[config.mk]
export PLATFORM = sky130hd
export DESIGN_NAME = access_address_sync
export DESIGN_NICKNAME = d
export VERILOG_FILES = /design/src/rtl/ble_rx_pkg.sv /design/src/rtl/symbol_sampler.sv /design/src/rtl/access_address_sync.sv
export SDC_FILE = /design/constraint.sdc
export NUM_CORES = 1
export LEC_CHECK = 0
export BUFFER_PORTS_ARGS = -buffer_cell sky130_fd_sc_hd__buf_2
export CORE_UTILIZATION = 55
export CTS_BUF_LIST = sky130_fd_sc_hd__clkbuf_4 sky130_fd_sc_hd__clkbuf_8
export DETAILED_ROUTE_END_ITERATION = 10
export HOLD_SLACK_MARGIN = 0.03
export PLACE_DENSITY = 0.76
export SYNTH_ARGS = -nofsm -noshare
export SYNTH_HDL_FRONTEND = slang
export SYNTH_SLANG_ARGS = --single-unit
[constraint.sdc]
create_clock -name clk -period 4.9 [get_ports clk]
set_clock_uncertainty 0.1 [all_clocks]
set_input_delay 0 -clock clk [delete_from_list [all_inputs] [get_ports clk]]
set_output_delay 0 -clock clk [all_outputs]
set_load 0.005 [all_outputs]
[src/rtl/ble_rx_pkg.sv]
// Shared types and constants for the BLE receive chain.
// Holds the packet-level FSM states and the fixed BLE framing sizes.
package ble_rx_pkg;

   typedef enum logic [2:0] {
      StIdle,
      StAccessAddr,
      StHeader,
      StPayload,
      StCrc
   } rx_state_e;

   localparam int unsigned AA_LEN    = 32;
   localparam int unsigned HDR_BYTES = 2;
   localparam int unsigned CRC_BYTES = 3;

   localparam logic [31:0] ADV_ACCESS_ADDR = 32'h8E89BED6;

   // Header length byte limited to the largest payload we are willing to buffer.
   function automatic logic [5:0] clamp_len(input logic [7:0] len, input int unsigned max_len);
      if ({24'd0, len} > max_len) begin
         return max_len[5:0];
      end
      return len[5:0];
   endfunction

endpackage

[src/rtl/symbol_sampler.sv]
// Symbol phase counter: loads to mid-symbol on a preamble hit and emits one
// sample strobe per symbol while the receiver is active.
module symbol_sampler #(
   parameter int unsigned SAMPLE_RATE = 16
) (
   input  logic clk,
   input  logic resetn,
   input  logic en,
   input  logic load,
   input  logic active,
   output logic strobe
);

   localparam int unsigned PW = $clog2(SAMPLE_RATE);
   localparam logic [PW-1:0] PHASE_HALF = PW'(SAMPLE_RATE / 2);
   localparam logic [PW-1:0] PHASE_LAST = PW'(SAMPLE_RATE - 1);

   logic [PW-1:0] phase_q, phase_d;

   always_comb begin
      phase_d = phase_q;
      if (en) begin
         if (load) begin
            phase_d = PHASE_HALF;
         end else if (!active) begin
            phase_d = '0;
         end else if (phase_q == PHASE_LAST) begin
            phase_d = '0;
         end else begin
            phase_d = phase_q + PW'(1);
         end
      end
   end

   always_ff @(posedge clk or negedge resetn) begin
      if (!resetn) begin
         phase_q <= '0;
      end else begin
         phase_q <= phase_d;
      end
   end

   assign strobe = en && active && (phase_q == PHASE_LAST);

endmodule

[src/rtl/access_address_sync.sv]
// BLE access-address search and PDU byte deserialiser, fed by the preamble
// detector; emits header, payload and CRC bytes LSB-first.
module access_address_sync
   import ble_rx_pkg::*;
#(
   parameter int unsigned SAMPLE_RATE   = 16,
   parameter int unsigned MAX_PDU_LEN   = 37,
   parameter int unsigned AA_MAX_ERRORS = 0
) (
   input  logic        clk,
   input  logic        resetn,
   input  logic        en,
   input  logic        data_bit,
   input  logic        preamble_detected,
   input  logic [31:0] access_address,
   output logic        aa_matched,
   output logic        aa_failed,
   output logic [7:0]  byte_out,
   output logic        byte_valid,
   output logic        packet_done,
   output logic        busy
);

   localparam logic [5:0] AA_LAST   = 6'(AA_LEN - 1);
   localparam logic [5:0] HDR_LAST  = 6'(HDR_BYTES - 1);
   localparam logic [5:0] CRC_LAST  = 6'(CRC_BYTES - 1);
   localparam logic [5:0] BYTE_LAST = 6'd7;

   function automatic logic [5:0] popcount32(input logic [31:0] v);
      logic [5:0] cnt;
      cnt = '0;
      for (int i = 0; i < 32; i++) begin
         cnt = cnt + {5'd0, v[i]};
      end
      return cnt;
   endfunction

   rx_state_e   state_q, state_d;
   logic [5:0]  bit_cnt_q, bit_cnt_d;
   logic [5:0]  byte_cnt_q, byte_cnt_d;
   logic [5:0]  pdu_len_q, pdu_len_d;
   // Only the previously received bits are stored; the newest bit comes from data_bit.
   logic [30:0] aa_shift_q, aa_shift_d;
   logic [6:0]  byte_shift_q, byte_shift_d;
   logic [7:0]  byte_out_q, byte_out_d;
   logic        aa_matched_q, aa_matched_d;
   logic        aa_failed_q, aa_failed_d;
   logic        byte_valid_q, byte_valid_d;
   logic        packet_done_q, packet_done_d;

   logic        strobe;
   logic        start;
   logic        active;
   logic [31:0] aa_next;
   logic [7:0]  byte_next;
   logic [5:0]  aa_errors;
   logic        aa_ok;
   logic [5:0]  len_clamped;

   assign active      = (state_q != StIdle);
   assign start       = en && !active && preamble_detected;
   assign aa_next     = {data_bit, aa_shift_q};
   assign byte_next   = {data_bit, byte_shift_q};
   assign aa_errors   = popcount32(aa_next ^ access_address);
   assign aa_ok       = ({26'd0, aa_errors} <= AA_MAX_ERRORS);
   assign len_clamped = clamp_len(byte_next, MAX_PDU_LEN);

   symbol_sampler #(
      .SAMPLE_RATE (SAMPLE_RATE)
   ) u_sampler (
      .clk    (clk),
      .resetn (resetn),
      .en     (en),
      .load   (start),
      .active (active),
      .strobe (strobe)
   );

   always_comb begin
      state_d       = state_q;
      bit_cnt_d     = bit_cnt_q;
      byte_cnt_d    = byte_cnt_q;
      pdu_len_d     = pdu_len_q;
      aa_shift_d    = aa_shift_q;
      byte_shift_d  = byte_shift_q;
      byte_out_d    = byte_out_q;
      aa_matched_d  = 1'b0;
      aa_failed_d   = 1'b0;
      byte_valid_d  = 1'b0;
      packet_done_d = 1'b0;

      unique case (state_q)
         StIdle: begin
            if (start) begin
               state_d   = StAccessAddr;
               bit_cnt_d = '0;
            end
         end

         StAccessAddr: begin
            if (strobe) begin
               aa_shift_d = aa_next[31:1];
               bit_cnt_d  = bit_cnt_q + 6'd1;
               if (bit_cnt_q == AA_LAST) begin
                  bit_cnt_d  = '0;
                  byte_cnt_d = '0;
                  if (aa_ok) begin
                     state_d      = StHeader;
                     aa_matched_d = 1'b1;
                  end else begin
                     state_d     = StIdle;
                     aa_failed_d = 1'b1;
                  end
               end
            end
         end

         StHeader, StPayload, StCrc: begin
            if (strobe) begin
               byte_shift_d = byte_next[7:1];
               bit_cnt_d    = bit_cnt_q + 6'd1;
               if (bit_cnt_q == BYTE_LAST) begin
                  bit_cnt_d    = '0;
                  byte_out_d   = byte_next;
                  byte_valid_d = 1'b1;
                  byte_cnt_d   = byte_cnt_q + 6'd1;
                  if (state_q == StHeader) begin
                     if (byte_cnt_q == HDR_LAST) begin
                        pdu_len_d  = len_clamped;
                        byte_cnt_d = '0;
                        state_d    = (len_clamped == 6'd0) ? StCrc : StPayload;
                     end
                  end else if (state_q == StPayload) begin
                     if (byte_cnt_q + 6'd1 == pdu_len_q) begin
                        byte_cnt_d = '0;
                        state_d    = StCrc;
                     end
                  end else begin
                     if (byte_cnt_q == CRC_LAST) begin
                        byte_cnt_d    = '0;
                        packet_done_d = 1'b1;
                        state_d       = StIdle;
                     end
                  end
               end
            end
         end

         default: begin
            state_d = StIdle;
         end
      endcase
   end

   always_ff @(posedge clk or negedge resetn) begin
      if (!resetn) begin
         state_q       <= StIdle;
         bit_cnt_q     <= '0;
         byte_cnt_q    <= '0;
         pdu_len_q     <= '0;
         aa_shift_q    <= '0;
         byte_shift_q  <= '0;
         byte_out_q    <= '0;
         aa_matched_q  <= 1'b0;
         aa_failed_q   <= 1'b0;
         byte_valid_q  <= 1'b0;
         packet_done_q <= 1'b0;
      end else begin
         state_q       <= state_d;
         bit_cnt_q     <= bit_cnt_d;
         byte_cnt_q    <= byte_cnt_d;
         pdu_len_q     <= pdu_len_d;
         aa_shift_q    <= aa_shift_d;
         byte_shift_q  <= byte_shift_d;
         byte_out_q    <= byte_out_d;
         aa_matched_q  <= aa_matched_d;
         aa_failed_q   <= aa_failed_d;
         byte_valid_q  <= byte_valid_d;
         packet_done_q <= packet_done_d;
      end
   end

   assign aa_matched  = aa_matched_q;
   assign aa_failed   = aa_failed_q;
   assign byte_out    = byte_out_q;
   assign byte_valid  = byte_valid_q;
   assign packet_done = packet_done_q;
   assign busy        = active;

endmodule
==> PnR_summary.wiki, run 1 <==
{| class="wikitable"
! Metric !! Value
|-
| Clock transition time at the flip-flop clock pins of the worst setup and hold paths || ~0.09 ns
|-
| Final cell count without fillers || between 500 and 600
|-
| Final Core Density || 67.4%
|-
| Register bit count reported by yosys || 75
|-
| Run status || finished, violations left
|-
| Worst r2r path cells || 15
|-
| Required @ worst endpoint || 5.08 ns
|-
| Placeable core region || 0.00777 mm2
|-
| CTS H-tree lvls || 3
|-
| Violated checks || negative setup slack
|-
| Quantity of I/O buffers inserted on ports || 49
|-
| CTS Buffer Depth || 2
|-
| Worst hold path type || input port to async pin
|-
| Launch instance of the worst register-to-register path || aa_shift_q[9]
|-
| Final weighted congestion of routability-driven global placement || around 0.83
|-
| CTS sink cnt || 75
|-
| Wirelength per Cell || around 15 um
|-
| Reported net switching power || between 0.6 and 0.7 mW
|-
| Clock tree root driver cell || sky130_fd_sc_hd__clkbuf_8
|-
| Worst-skew pair later-pin latency || between 0.3 and 0.4 ns
|-
| Period utilization || 103%
|-
| Synth top area share || a little over two fifths
|-
| Number of flops mapped to enable cells by yosys || 0
|-
| Syn Area/Cell || roughly 12 um2
|-
| Fraction of power consumed by combinational cells || 37.9%
|-
| Avg Vias per Cell || around 5.4
|-
| Share of power burned in registers || a little over a third
|-
| Sequential area share after synthesis || approximately 42%
|-
| Global-route wire length before repair || about 14,000 um
|-
| Die Y-Extent || approximately 92 um
|-
| Count of unresolved DRC violations after routing || 0
|-
| Sw Share || a little over a third
|-
| Cell accounting for the most synthesized area || sky130_fd_sc_hd__dfrtp_1
|-
| P&R area growth vs syn || 17.8%
|-
| Final setup violating endpoints || 3
|-
| Top fanout value on the critical path || 3
|-
| Time the final worst path needs with I/O delays and setup || between 5 and 6 ns
|-
| Highest Clock Rate || between 150 and 200 MHz
|-
| Endpoint class of the critical path || flop
|-
| Antenna diodes || 0
|-
| Pin count of the biggest net entering global routing || 76
|-
| Hold Violations, Final || 0
|-
| First-pass detailed-route iteration total || 4
|-
| Summed instance area of the synthesized netlist || between 0.004 and 0.005 mm2
|-
| Total congestion overflow || 0
|-
| Main area contributors after synthesis || sky130_fd_sc_hd__dfrtp_1 (42%), sky130_fd_sc_hd__mux2_2 (12%), sky130_fd_sc_hd__fa_1 (11%)
|-
| Count of different cell masters after synthesis || between 50 and 60
|-
| Remaining antenna violation count after routing || 0
|-
| Crit Path Category || flop to flop
|-
| Internal reg-to-reg setup slack || -0.17 ns
|-
| Count of standard-cell rows || 32
|-
| Detailed placer's ending HPWL || approximately 6000 um
|-
| Share of total power in the clock network || between 20% and 30%
|-
| Top FF cell, synth || sky130_fd_sc_hd__dfrtp_1
|-
| Slew at the pin with the worst max-slew slack || about 0.93 ns
|-
| Relative slew margins || a little under two fifths
|-
| Wire length reported by the detailed router || between 8000 and 9000 um
|-
| Floorplan die width || 91.9 um
|-
| Leakage power figure || about 2.6 nW
|-
| Power density relative to cell area || ~370 mW/mm2
|-
| CP arrival || approximately 5.3 ns
|-
| Final-layout fill cell count || 600
|-
| Max cap viols || 0
|-
| Initial antenna violation count || 0
|-
| Worst Slack Setup Final || -0.166 ns
|-
| Internal power summed over all cells || 1.24 mW
|-
| Synth warn || 0
|-
| Layout cells sized above 1 || between 30% and 40%
|-
| Final nets || approximately 530
|-
| # placed instances || 534
|-
| I/O Pins || 50
|-
| Initial Util || a little under three fifths
|-
| Cell count after synthesis || between 300 and 400
|-
| Kind of launch point of the worst setup path || flop
|-
| Total CTS buffers || 9
|-
| R2r endpoint || aa_matched
|-
| Vias || approximately 3,000
|-
| Number of nets produced by synthesis || 455
|-
| Unrepaired setup endpoints after global routing || true
|-
| Area of the die || 0.00844 mm2
|-
| Post-synthesis async set-or-reset flop share || 100%
|-
| Final slew viol count || 0
|-
| Vias in the first global route || just over 3,000
|-
| Post-layout power || roughly 1.9 mW
|-
| Iteration-0 DRC Markers || 146
|-
| All-Layer GR Usage || between 20% and 30%
|-
| Maximum resistive drop on vdd || roughly 0.24 mV
|-
| TritonCTS clock tree || built
|}
-- cell families (layout without fill, tap and decap cells) --
| kind of cell | Yosys count | in the layout | share of synthesized area, % |
|---|---|---|---|
| adders and majority gates | 36 | 36 | 14.2 |
| AOI/OAI and AO/OA | 51 | 51 | 7.74 |
| xor gates and xnor gates | 43 | 43 | 8.48 |
| muxes | 50 | 50 | 12.6 |
| DFF | 75 | 75 | 42.2 |
| buffers and inverters | 31 | 106 | 3.18 |
| and+or+nand+nor | 96 | 96 | 11.6 |
-- repair_timing --
item                                    CTS  global route
hold buffers                              4             0
endpoints found under the hold margin    86             0
pin swaps                                 1             7
gates resized for setup                   2            12
endpoints found under the setup margin    3             3
setup buffers                             2             3
-- registers in the layout (all words and copies together), names as in the netlist --
name and count:
aa_failed 1, aa_matched 1, aa_shift_q 31, bit_cnt_q 6, byte_cnt_q 6, byte_out 8
byte_shift_q 7, byte_valid 1, packet_done 1, pdu_len_q 6, state_q 3, u_sampler.phase_q 4
-- power by group through the flow --
stage | Sequential, mW | Combinational [mW] | Clock [mW]
final | 0.681 | 0.733 | 0.518
after global routing | 0.689 | 0.852 | 0.555
after CTS | 0.682 | 0.652 | 0.532
after detailed placement | 0.694 | 0.644 | 0
after global placement | 0.692 | 0.593 | 0
after floorplan | 0.685 | 0.479 | 0
-- cells in the mapped netlist, types with 6 or more instances --
library cell / instances
sky130_fd_sc_hd__ha_1: 12
sky130_fd_sc_hd__xor2_1: 6
sky130_fd_sc_hd__dfrtp_1: 75
sky130_fd_sc_hd__xnor2_1: 37
sky130_fd_sc_hd__o21ai_0: 20
sky130_fd_sc_hd__nand3_1: 9
sky130_fd_sc_hd__fa_1: 24
sky130_fd_sc_hd__a21oi_1: 6
sky130_fd_sc_hd__o21ai_1: 6
sky130_fd_sc_hd__nor2_1: 10
sky130_fd_sc_hd__nand2_1: 36
sky130_fd_sc_hd__mux2_2: 47
sky130_fd_sc_hd__inv_1: 19
-- layout by cell type (no fill, tap or decap), drive strengths merged, types with 3 or more instances in the layout --
cell type	netlist	final
o31ai	3	3
dlygate4sd3	0	4
fa	24	24
buf	9	65
dfrtp	75	75
nor2b	4	4
o21ai	27	27
nor3	5	5
nor3b	7	7
and3	5	5
nor2	10	10
mux2	47	47
or2	4	4
nand3	9	9
clkinv	0	3
a21oi	6	6
clkbuf	1	9
inv	21	24
ha	12	12
mux2i	3	3
xor2	6	6
xnor2	37	37
nand2	36	36
-- layer usage --
| layer | vias up | wire [um] | track usage (%) |
|---|---|---|---|
| li1 | 1463 | - | - |
| met1 | 1489 | 3650 | 27.8 |
| met2 | 50 | 4250 | 35.4 |
| met3 | 13 | 299 | 4.06 |
| met4 | 0 | 126 | 8.20 |
| met5 | - | 0 | 0 |
-- critical path: stages, from the launching register on --
cell	delay, ns
sky130_fd_sc_hd__dfrtp_1	0.42
sky130_fd_sc_hd__xnor2_2	0.16
sky130_fd_sc_hd__fa_1	0.59
sky130_fd_sc_hd__fa_2	0.47
sky130_fd_sc_hd__fa_1	0.57
sky130_fd_sc_hd__fa_1	0.43
sky130_fd_sc_hd__fa_1	0.47
sky130_fd_sc_hd__fa_1	0.55
sky130_fd_sc_hd__inv_1	0.05
sky130_fd_sc_hd__ha_2	0.19
sky130_fd_sc_hd__fa_2	0.42
sky130_fd_sc_hd__nor2_2	0.16
sky130_fd_sc_hd__and3_4	0.21
sky130_fd_sc_hd__buf_4	0.11
sky130_fd_sc_hd__inv_2	0.03
sky130_fd_sc_hd__nor3_2	0.09
-- metrics by stage --
stage	setup slack (ns)	area, um2	hold WS [ns]	setup TNS (ns)
2_1_floorplan	0.00615	4470	-0.396	0
3_3_place_gp	-0.0967	4860	0.190	-0.125
3_5_place_dp	-0.144	4860	0.193	-0.295
4_1_cts	-0.169	5150	0.298	-0.303
5_1_grt	-0.329	5230	0.409	-0.852
6_report	-0.166	5230	0.301	-0.353
-- layout make-up --
class / instances / area, um2 / share of cell area, %
inverters: 21 / 78.8 / 1.51
clock buffers: 9 / 124 / 2.37
repair buffers: 69 / 405 / 7.75
well taps: 102 / 128 / 2.44
clock inverters: 7 / 95.1 / 1.82
multi-input cells: 276 / 2530 / 48.3
flip-flops and latches: 75 / 1880 / 35.9
-- worst max-delay path by stage --
stage                   startpoint         end  slack, ns  cells past startpoint
global placement    aa_shift_q[25]  state_q[1]       -0.1                     14
finish               aa_shift_q[9]  aa_matched      -0.17                     15
floorplan           aa_shift_q[25]  state_q[1]      0.006                     14
CTS                 aa_shift_q[11]  state_q[1]      -0.17                     14
global route         aa_shift_q[9]  state_q[1]      -0.33                     14
detailed placement  aa_shift_q[25]  state_q[1]      -0.14                     14
Power figures use the tool's default switching activity.
==> inputs of run 2 (changes only) <==
CORE_UTILIZATION = 60   (was 55)
PLACE_DENSITY = 0.78   (was 0.76)
clock period = 5.7 ns   (was 4.9 ns; I/O delays follow)
==> PnR_summary.wiki, run 2 (synthesized netlist as in run 1, its figures left out) <==
{| class="wikitable"
! Metric !! Value
|-
| Total CTS buffers || 9
|-
| Placeable core region || between 0.007 and 0.008 mm2
|-
| Time the final worst path needs with I/O delays and setup || between 5 and 6 ns
|-
| Commonest cells after routing, fill and taps aside || sky130_fd_sc_hd__dfrtp_1 (75), sky130_fd_sc_hd__buf_2 (48), sky130_fd_sc_hd__mux2_2 (47), sky130_fd_sc_hd__xnor2_1 (37), sky130_fd_sc_hd__nand2_1 (36)
|-
| Largest register by flop count || aa_shift_q
|-
| Slew at the pin with the worst max-slew slack || approximately 0.95 ns
|-
| Required @ worst endpoint || roughly 5.8 ns
|-
| Final cell count without fillers || roughly 540
|-
| Most used cell, CP || sky130_fd_sc_hd__fa_1
|-
| Detailed placer's ending HPWL || between 6000 and 7000 um
|-
| Initial antenna violation count || 0
|-
| Final weighted congestion of routability-driven global placement || approximately 0.8
|-
| Share of power burned in registers || 37.5%
|-
| Highest Clock Rate || roughly 190 MHz
|-
| Layout cells sized above 1 || 28.7%
|-
| Critical Path, Cell by Cell || xnor2_1 > fa_1 > fa_1 > fa_1 > fa_1 > fa_1 > fa_1 > inv_1 > ha_1 > fa_1 > nand3_1 > o21ai_0 > and3_1 > a21boi_0 > o211ai_1
|-
| Count of standard-cell rows || 31
|-
| CTS Buffer Depth || 2
|-
| Crit Path Category || flop to flop
|-
| Vias || between 2,000 and 3,000
|-
| Pin count of the biggest net entering global routing || 76
|-
| Fraction of power consumed by combinational cells || between 30 and 40%
|-
| Clock transition time at the flip-flop clock pins of the worst setup and hold paths || ~0.08 ns
|-
| Floorplan die width || slightly below 90 um
|-
| Clock tree root driver cell || sky130_fd_sc_hd__clkbuf_8
|-
| Final sum of negative setup slack || 0 ns
|-
| Initial Util || ~62%
|-
| Die Y-Extent || ~88 um
|-
| Antenna diodes || 0
|-
| Period utilization || between 90% and 100%
|-
| CTS sink cnt || 75
|-
| Top fanout value on the critical path || 3
|-
| Area of the die || a little under 0.008 mm2
|-
| Wire length reported by the detailed router || 8150 um
|-
| Worst-skew pair later-pin latency || about 0.35 ns
|-
| Run status || complete, no violations
|-
| Count of unresolved DRC violations after routing || 0
|-
| Global-route wire length before repair || about 13,000 um
|-
| Wirelength per Cell || approximately 15 um
|-
| Sw Share || between 30 and 40%
|-
| I/O Pins || 50
|-
| Reported net switching power || around 0.51 mW
|-
| # placed instances || approximately 520
|-
| Endpoint class of the critical path || flop
|-
| Setup Fix Bufs, Post-CTS || 0
|-
| Relative slew margins || around 36%
|-
| Worst hold path type || input port to async pin
|-
| Max cap viols || 0
|-
| P&R area growth vs syn || 12.9%
|-
| CTS H-tree lvls || 3
|-
| Slowest stage cell on the critical path || sky130_fd_sc_hd__fa_1
|-
| Iteration-0 DRC Markers || between 100 and 150
|-
| Max reg flops || 31
|-
| Max stage delay on crit path || between 0.5 and 0.6 ns
|-
| Total congestion overflow || 0
|-
| Share of total power in the clock network || 28.6%
|-
| Most common cell after layout, fill and taps aside || sky130_fd_sc_hd__dfrtp_1
|-
| Avg Vias per Cell || 5.49
|-
| Launch point of the worst path || aa_shift_q[0]
|-
| All-Layer GR Usage || 22.6%
|-
| CP arrival || about 5.4 ns
|-
| Internal power summed over all cells || approximately 1.1 mW
|-
| Unrepaired setup endpoints after global routing || false
|-
| Vias in the first global route || 2,726
|-
| Final setup violating endpoints || 0
|-
| Final nets || between 500 and 600
|-
| First-pass detailed-route iteration total || 4
|-
| Kind of launch point of the worst setup path || flop
|-
| TritonCTS clock tree || built
|-
| Leakage power figure || roughly 2.5 nW
|-
| Maximum resistive drop on vdd || 0.160 mV
|-
| Quantity of I/O buffers inserted on ports || 49
|-
| Internal reg-to-reg setup slack || approximately 0.43 ns
|-
| Remaining antenna violation count after routing || 0
|-
| Hold Violations, Final || 0
|-
| Launch instance of the worst register-to-register path || aa_shift_q[0]
|-
| Power density relative to cell area || between 300 and 400 mW/mm2
|-
| Final slew viol count || 0
|}
==> run 2: cell types whose count changed in the layout (fill, tap and decap cells not counted), sizes merged <==
cell | before | now
clkbuf | 9 | 11
buf | 65 | 50
bufinv | 1 | 2
clkinvlp | 0 | 1
clkinv | 3 | 2
inv | 24 | 21
==> run 2: worst paths after layout <==
path / to / depth (start not counted)
min reg2reg: byte_out[6] / 1
max reg2reg: state_q[1] / 15
min: u_sampler.phase_q[3] / 2
min in group clk: aa_matched / 7
max in group asynchronous: aa_failed / 2
max: state_q[1] / 15
==> run 2: timing repair <==
action | 4_1_cts | 5_1_grt
endpoints found under the hold margin | 86 | 0
hold buffers | 4 | 0
resized for setup | 0 | 0
==> run 2: worst max-delay path: cells and delay by family, from the launching register on <==
family | cells | cell delay, ns
fa+ha+maj | 8 | 3.67
simple gates | 2 | 0.30
xor+xnor | 1 | 0.24
compound gates | 3 | 0.38
flops | 1 | 0.39
buf+inv | 1 | 0.04
==> run 2: power by group through the flow <==
stage / clock (mW) / combinational [mW] / sequential [mW]
2_1_floorplan: 0 / 0.407 / 0.589
3_3_place_gp: 0 / 0.513 / 0.596
3_5_place_dp: 0 / 0.530 / 0.598
4_1_cts: 0.458 / 0.539 / 0.587
5_1_grt: 0.482 / 0.611 / 0.592
6_report: 0.448 / 0.532 / 0.588
==> run 2: routing by layer <==
| metal | wire (um) | vias up | track usage, % |
|---|---|---|---|
| li1 | - | 1430 | - |
| met1 | 3790 | 1476 | 32.5 |
| met2 | 3940 | 56 | 34.8 |
| met3 | 319 | 8 | 5.00 |
| met4 | 94 | 0 | 6.60 |
| met5 | 0 | - | 0 |
==> run 2: final cells by class <==
class	instances	area (um2)
fill	552	2200
clock inverter	5	77.6
tap	99	124
timing repair buffer	54	295
clock buffer	11	139
inverter	21	78.8
multi-input combinational	276	2420
sequential	75	1880
==> run 2: per-stage QoR <==
stage               worst slack, ns  total power, mW  cell area [um2]  hold slack, ns  util, %
global placement              0.597             1.11             4760           0.103     66.0
global route                  0.276             1.68             5020           0.297     69.5
CTS                           0.407             1.58             5020           0.225     69.5
detailed placement            0.480             1.13             4760           0.107     66.0
floorplan                     0.686            0.996             4440          -0.396        -
finish                        0.431             1.57             5020           0.230     69.5
==> inputs of run 3 (changes only) <==
ABC_AREA = 1   (was unset)
CELL_PAD_IN_SITES_DETAIL_PLACEMENT = 2   (was unset)
CELL_PAD_IN_SITES_GLOBAL_PLACEMENT = 2   (was unset)
CORE_UTILIZATION = 38   (was 60)
PLACE_DENSITY = 0.79   (was 0.78)
==> PnR_summary.wiki, run 3 <==
{| class="wikitable"
! Metric !! Value
|-
| Setup Fix Bufs, Post-CTS || 0
|-
| Remaining antenna violation count after routing || 0
|-
| Time the final worst path needs with I/O delays and setup || 5.44 ns
|-
| Critical Path End || state_q[1]
|-
| Unrepaired setup endpoints after global routing || false
|-
| CTS H-tree lvls || 3
|-
| Summed instance area of the synthesized netlist || between 0.004 and 0.005 mm2
|-
| Number of flops mapped to enable cells by yosys || 0
|-
| Floorplan die width || approximately 110 um
|-
| Endpoint class of the critical path || flop
|-
| Initial antenna violation count || 0
|-
| Critical Path, Cell by Cell || xnor2_1 > fa_1 > fa_1 > fa_1 > fa_1 > fa_1 > fa_1 > inv_1 > ha_1 > fa_1 > nor2_1 > nand2_1 > nor4_1 > nand2_1 > o21a_1 > o21ai_1
|-
| Post-synth top cells || sky130_fd_sc_hd__nand2_1 (104), sky130_fd_sc_hd__dfrtp_1 (75), sky130_fd_sc_hd__inv_1 (62)
|-
| Period utilization || 95.5%
|-
| Count of unresolved DRC violations after routing || 12
|-
| Wirelength per Cell || around 17 um
|-
| Worst r2r path cells || 16
|-
| Final weighted congestion of routability-driven global placement || roughly 0.75
|-
| Pin count of the biggest net entering global routing || 76
|-
| Synth warn || 0
|-
| Synth top area share || 41.4%
|-
| Syn Area/Cell || 9.13 um2
|-
| Cell accounting for the most synthesized area || sky130_fd_sc_hd__dfrtp_1
|-
| Main area contributors after synthesis || sky130_fd_sc_hd__dfrtp_1 (41%), sky130_fd_sc_hd__fa_1 (11%), sky130_fd_sc_hd__nand2_1 (8.6%)
|-
| Wire length reported by the detailed router || around 12,000 um
|-
| Launch instance of the worst register-to-register path || aa_shift_q[0]
|-
| Power density relative to cell area || ~380 mW/mm2
|-
| Global-route wire length before repair || ~21,000 um
|-
| First-pass detailed-route iteration total || 7
|-
| Worst-skew pair later-pin latency || around 0.38 ns
|-
| Clock tree root driver cell || sky130_fd_sc_hd__clkbuf_8
|-
| Initial Util || between 30% and 40%
|-
| Iteration-0 DRC Markers || 82
|-
| Largest register by flop count || aa_shift_q
|-
| Required @ worst endpoint || 5.90 ns
|-
| Antenna diodes || 0
|-
| Placeable core region || between 0.01 and 0.015 mm2
|-
| Violated checks || design-rule violations
|-
| Max stage delay on crit path || about 0.54 ns
|-
| Launch point of the worst path || aa_shift_q[0]
|-
| Sequential area share after synthesis || about two fifths
|-
| CTS sink cnt || 75
|-
| Final nets || 623
|-
| Detailed placer's ending HPWL || between 9000 and 10,000 um
|-
| Vias in the first global route || 4,122
|-
| Count of different cell masters after synthesis || 41
|-
| All-Layer GR Usage || a little over a fifth
|-
| Internal reg-to-reg setup slack || approximately 0.26 ns
|-
| R2r endpoint || state_q[1]
|-
| Total CTS buffers || 9
|-
| Run status || finished, violations left
|-
| Top fanout value on the critical path || 3
|-
| Slew at the pin with the worst max-slew slack || between 1 and 1.5 ns
|-
| Most frequently used cell type in the post-synthesis netlist || sky130_fd_sc_hd__nand2_1
|-
| Leakage power figure || between 2 and 3 nW
|-
| TritonCTS clock tree || built
|-
| Max reg flops || 31
|-
| Final setup violating endpoints || 0
|-
| Hold Violations, Final || 0
|-
| Post-synthesis async set-or-reset flop share || 100%
|-
| Most used cell, CP || sky130_fd_sc_hd__fa_1
|-
| Max cap viols || 0
|-
| Slowest stage cell on the critical path || sky130_fd_sc_hd__fa_1
|-
| Area of the die || about 0.012 mm2
|-
| Final slew viol count || 0
|-
| Die Y-Extent || 111 um
|-
| Kind of launch point of the worst setup path || flop
|-
| P&R area growth vs syn || 14.0%
|-
| Number of nets produced by synthesis || 570
|-
| Place WS || 0.210 ns
|-
| CP arrival || ~5.7 ns
|-
| Clock transition time at the flip-flop clock pins of the worst setup and hold paths || 0.08 ns
|-
| Vias || 3,515
|-
| Crit Path Category || flop to flop
|-
| Worst Slack Setup Final || ~0.26 ns
|-
| Commonest cells after routing, fill and taps aside || sky130_fd_sc_hd__nand2_1 (104), sky130_fd_sc_hd__dfrtp_1 (75), sky130_fd_sc_hd__inv_1 (62), sky130_fd_sc_hd__buf_2 (48), sky130_fd_sc_hd__nor2_1 (40)
|-
| Highest Clock Rate || approximately 180 MHz
|-
| CTS Buffer Depth || 2
|-
| Avg Vias per Cell || 5.04
|-
| Quantity of I/O buffers inserted on ports || a little under 50
|-
| Count of standard-cell rows || 39
|-
| Cell count after synthesis || slightly below 500
|-
| Relative slew margins || 23.7%
|-
| Register bit count reported by yosys || 75
|-
| Most common cell after layout, fill and taps aside || sky130_fd_sc_hd__nand2_1
|-
| Layout cells sized above 1 || 18.0%
|-
| Post-layout power || approximately 2.0 mW
|-
| Total congestion overflow || 0
|-
| Worst hold path type || input port to async pin
|-
| Maximum resistive drop on vdd || 0.215 mV
|-
| I/O Pins || 50
|-
| Top FF cell, synth || sky130_fd_sc_hd__dfrtp_1
|-
| Final sum of negative setup slack || 0 ns
|}
## run 3: cell types whose count changed after synthesis, sizes merged, moves of 6 or more
cell / before / now
nand2: 36 / 113
mux2: 47 / 0
inv: 21 / 66
nor2: 10 / 45
a21oi: 6 / 26
nand3: 9 / 27
o21ai: 27 / 42
nor3b: 7 / 1
## run 3: where the power goes
group	leakage (nW)	switching, mW	internal [mW]
sequential	0.932	0.0384	0.561
clock	0.125	0.212	0.307
combinational	1.55	0.529	0.333
total	2.60	0.779	1.20
## run 3: cell families (layout without fill, tap and decap cells)
logic type      count (synthesis)  in the layout  synth area share, %
flops                          75             75                 41.4
compound gates                 76             76                 10.1
buf+inv                        78            136                 7.50
xor+xnor                       36             36                 6.95
simple gates                  196            196                 20.2
fa+ha+maj                      36             36                 13.9
## run 3: per-stage QoR
step                      std cells  hold WS, ns  utilization [%]  instance area [um2]
final                           698        0.223             44.9                 5170
after global routing            698        0.296             44.9                 5170
after CTS                       698        0.259             44.8                 5160
after detailed placement        678        0.141             42.4                 4880
after global placement          678        0.129             42.4                 4880
after floorplan                 497       -0.396                -                 4540
## run 3: per-layer routing
layer / up-vias / global-route usage [%] / wire length, um
li1: 1665 / - / -
met1: 1790 / 25.5 / 4970
met2: 46 / 39.3 / 6470
met3: 14 / 3.83 / 328
met4: 0 / 8.20 / 210
met5: - / 0 / 0
## run 3: repair_timing
item / CTS / global route
endpoints found under the setup margin: 0 / 1
hold buffers: 4 / 0
resized for setup: 0 / 1
hold endpoints to repair: 83 / 0
## run 3: layout make-up
type / count / area, um2
multi-input combinational: 344 / 2330
sequential: 75 / 1880
inverter: 67 / 255
clock inverter: 4 / 98.8
fill: 1321 / 6340
clock buffer: 12 / 146
tap: 143 / 179
timing repair buffer: 53 / 288
## run 3: how the worst min path moves through the flow
| stage | from | endpoint | slack [ns] | cells past startpoint |
|---|---|---|---|---|
| 5_1_grt | resetn | aa_shift_q[2] | 0.30 | 2 |
| 4_1_cts | resetn | aa_shift_q[19] | 0.26 | 2 |
| 6_report | resetn | aa_shift_q[10] | 0.22 | 2 |
| 2_1_floorplan | resetn | aa_failed | -0.40 | 0 |
| 3_3_place_gp | resetn | aa_shift_q[4] | 0.13 | 1 |
| 3_5_place_dp | resetn | aa_shift_q[2] | 0.14 | 1 |
## run 3: critical path, delay by kind of cell, from the launching register on
| family | cells | cell delay, ns |
|---|---|---|
| buf+inv | 1 | 0.04 |
| xor+xnor | 1 | 0.22 |
| flops | 1 | 0.40 |
| compound gates | 2 | 0.32 |
| fa+ha+maj | 8 | 3.80 |
| simple gates | 4 | 0.49 |
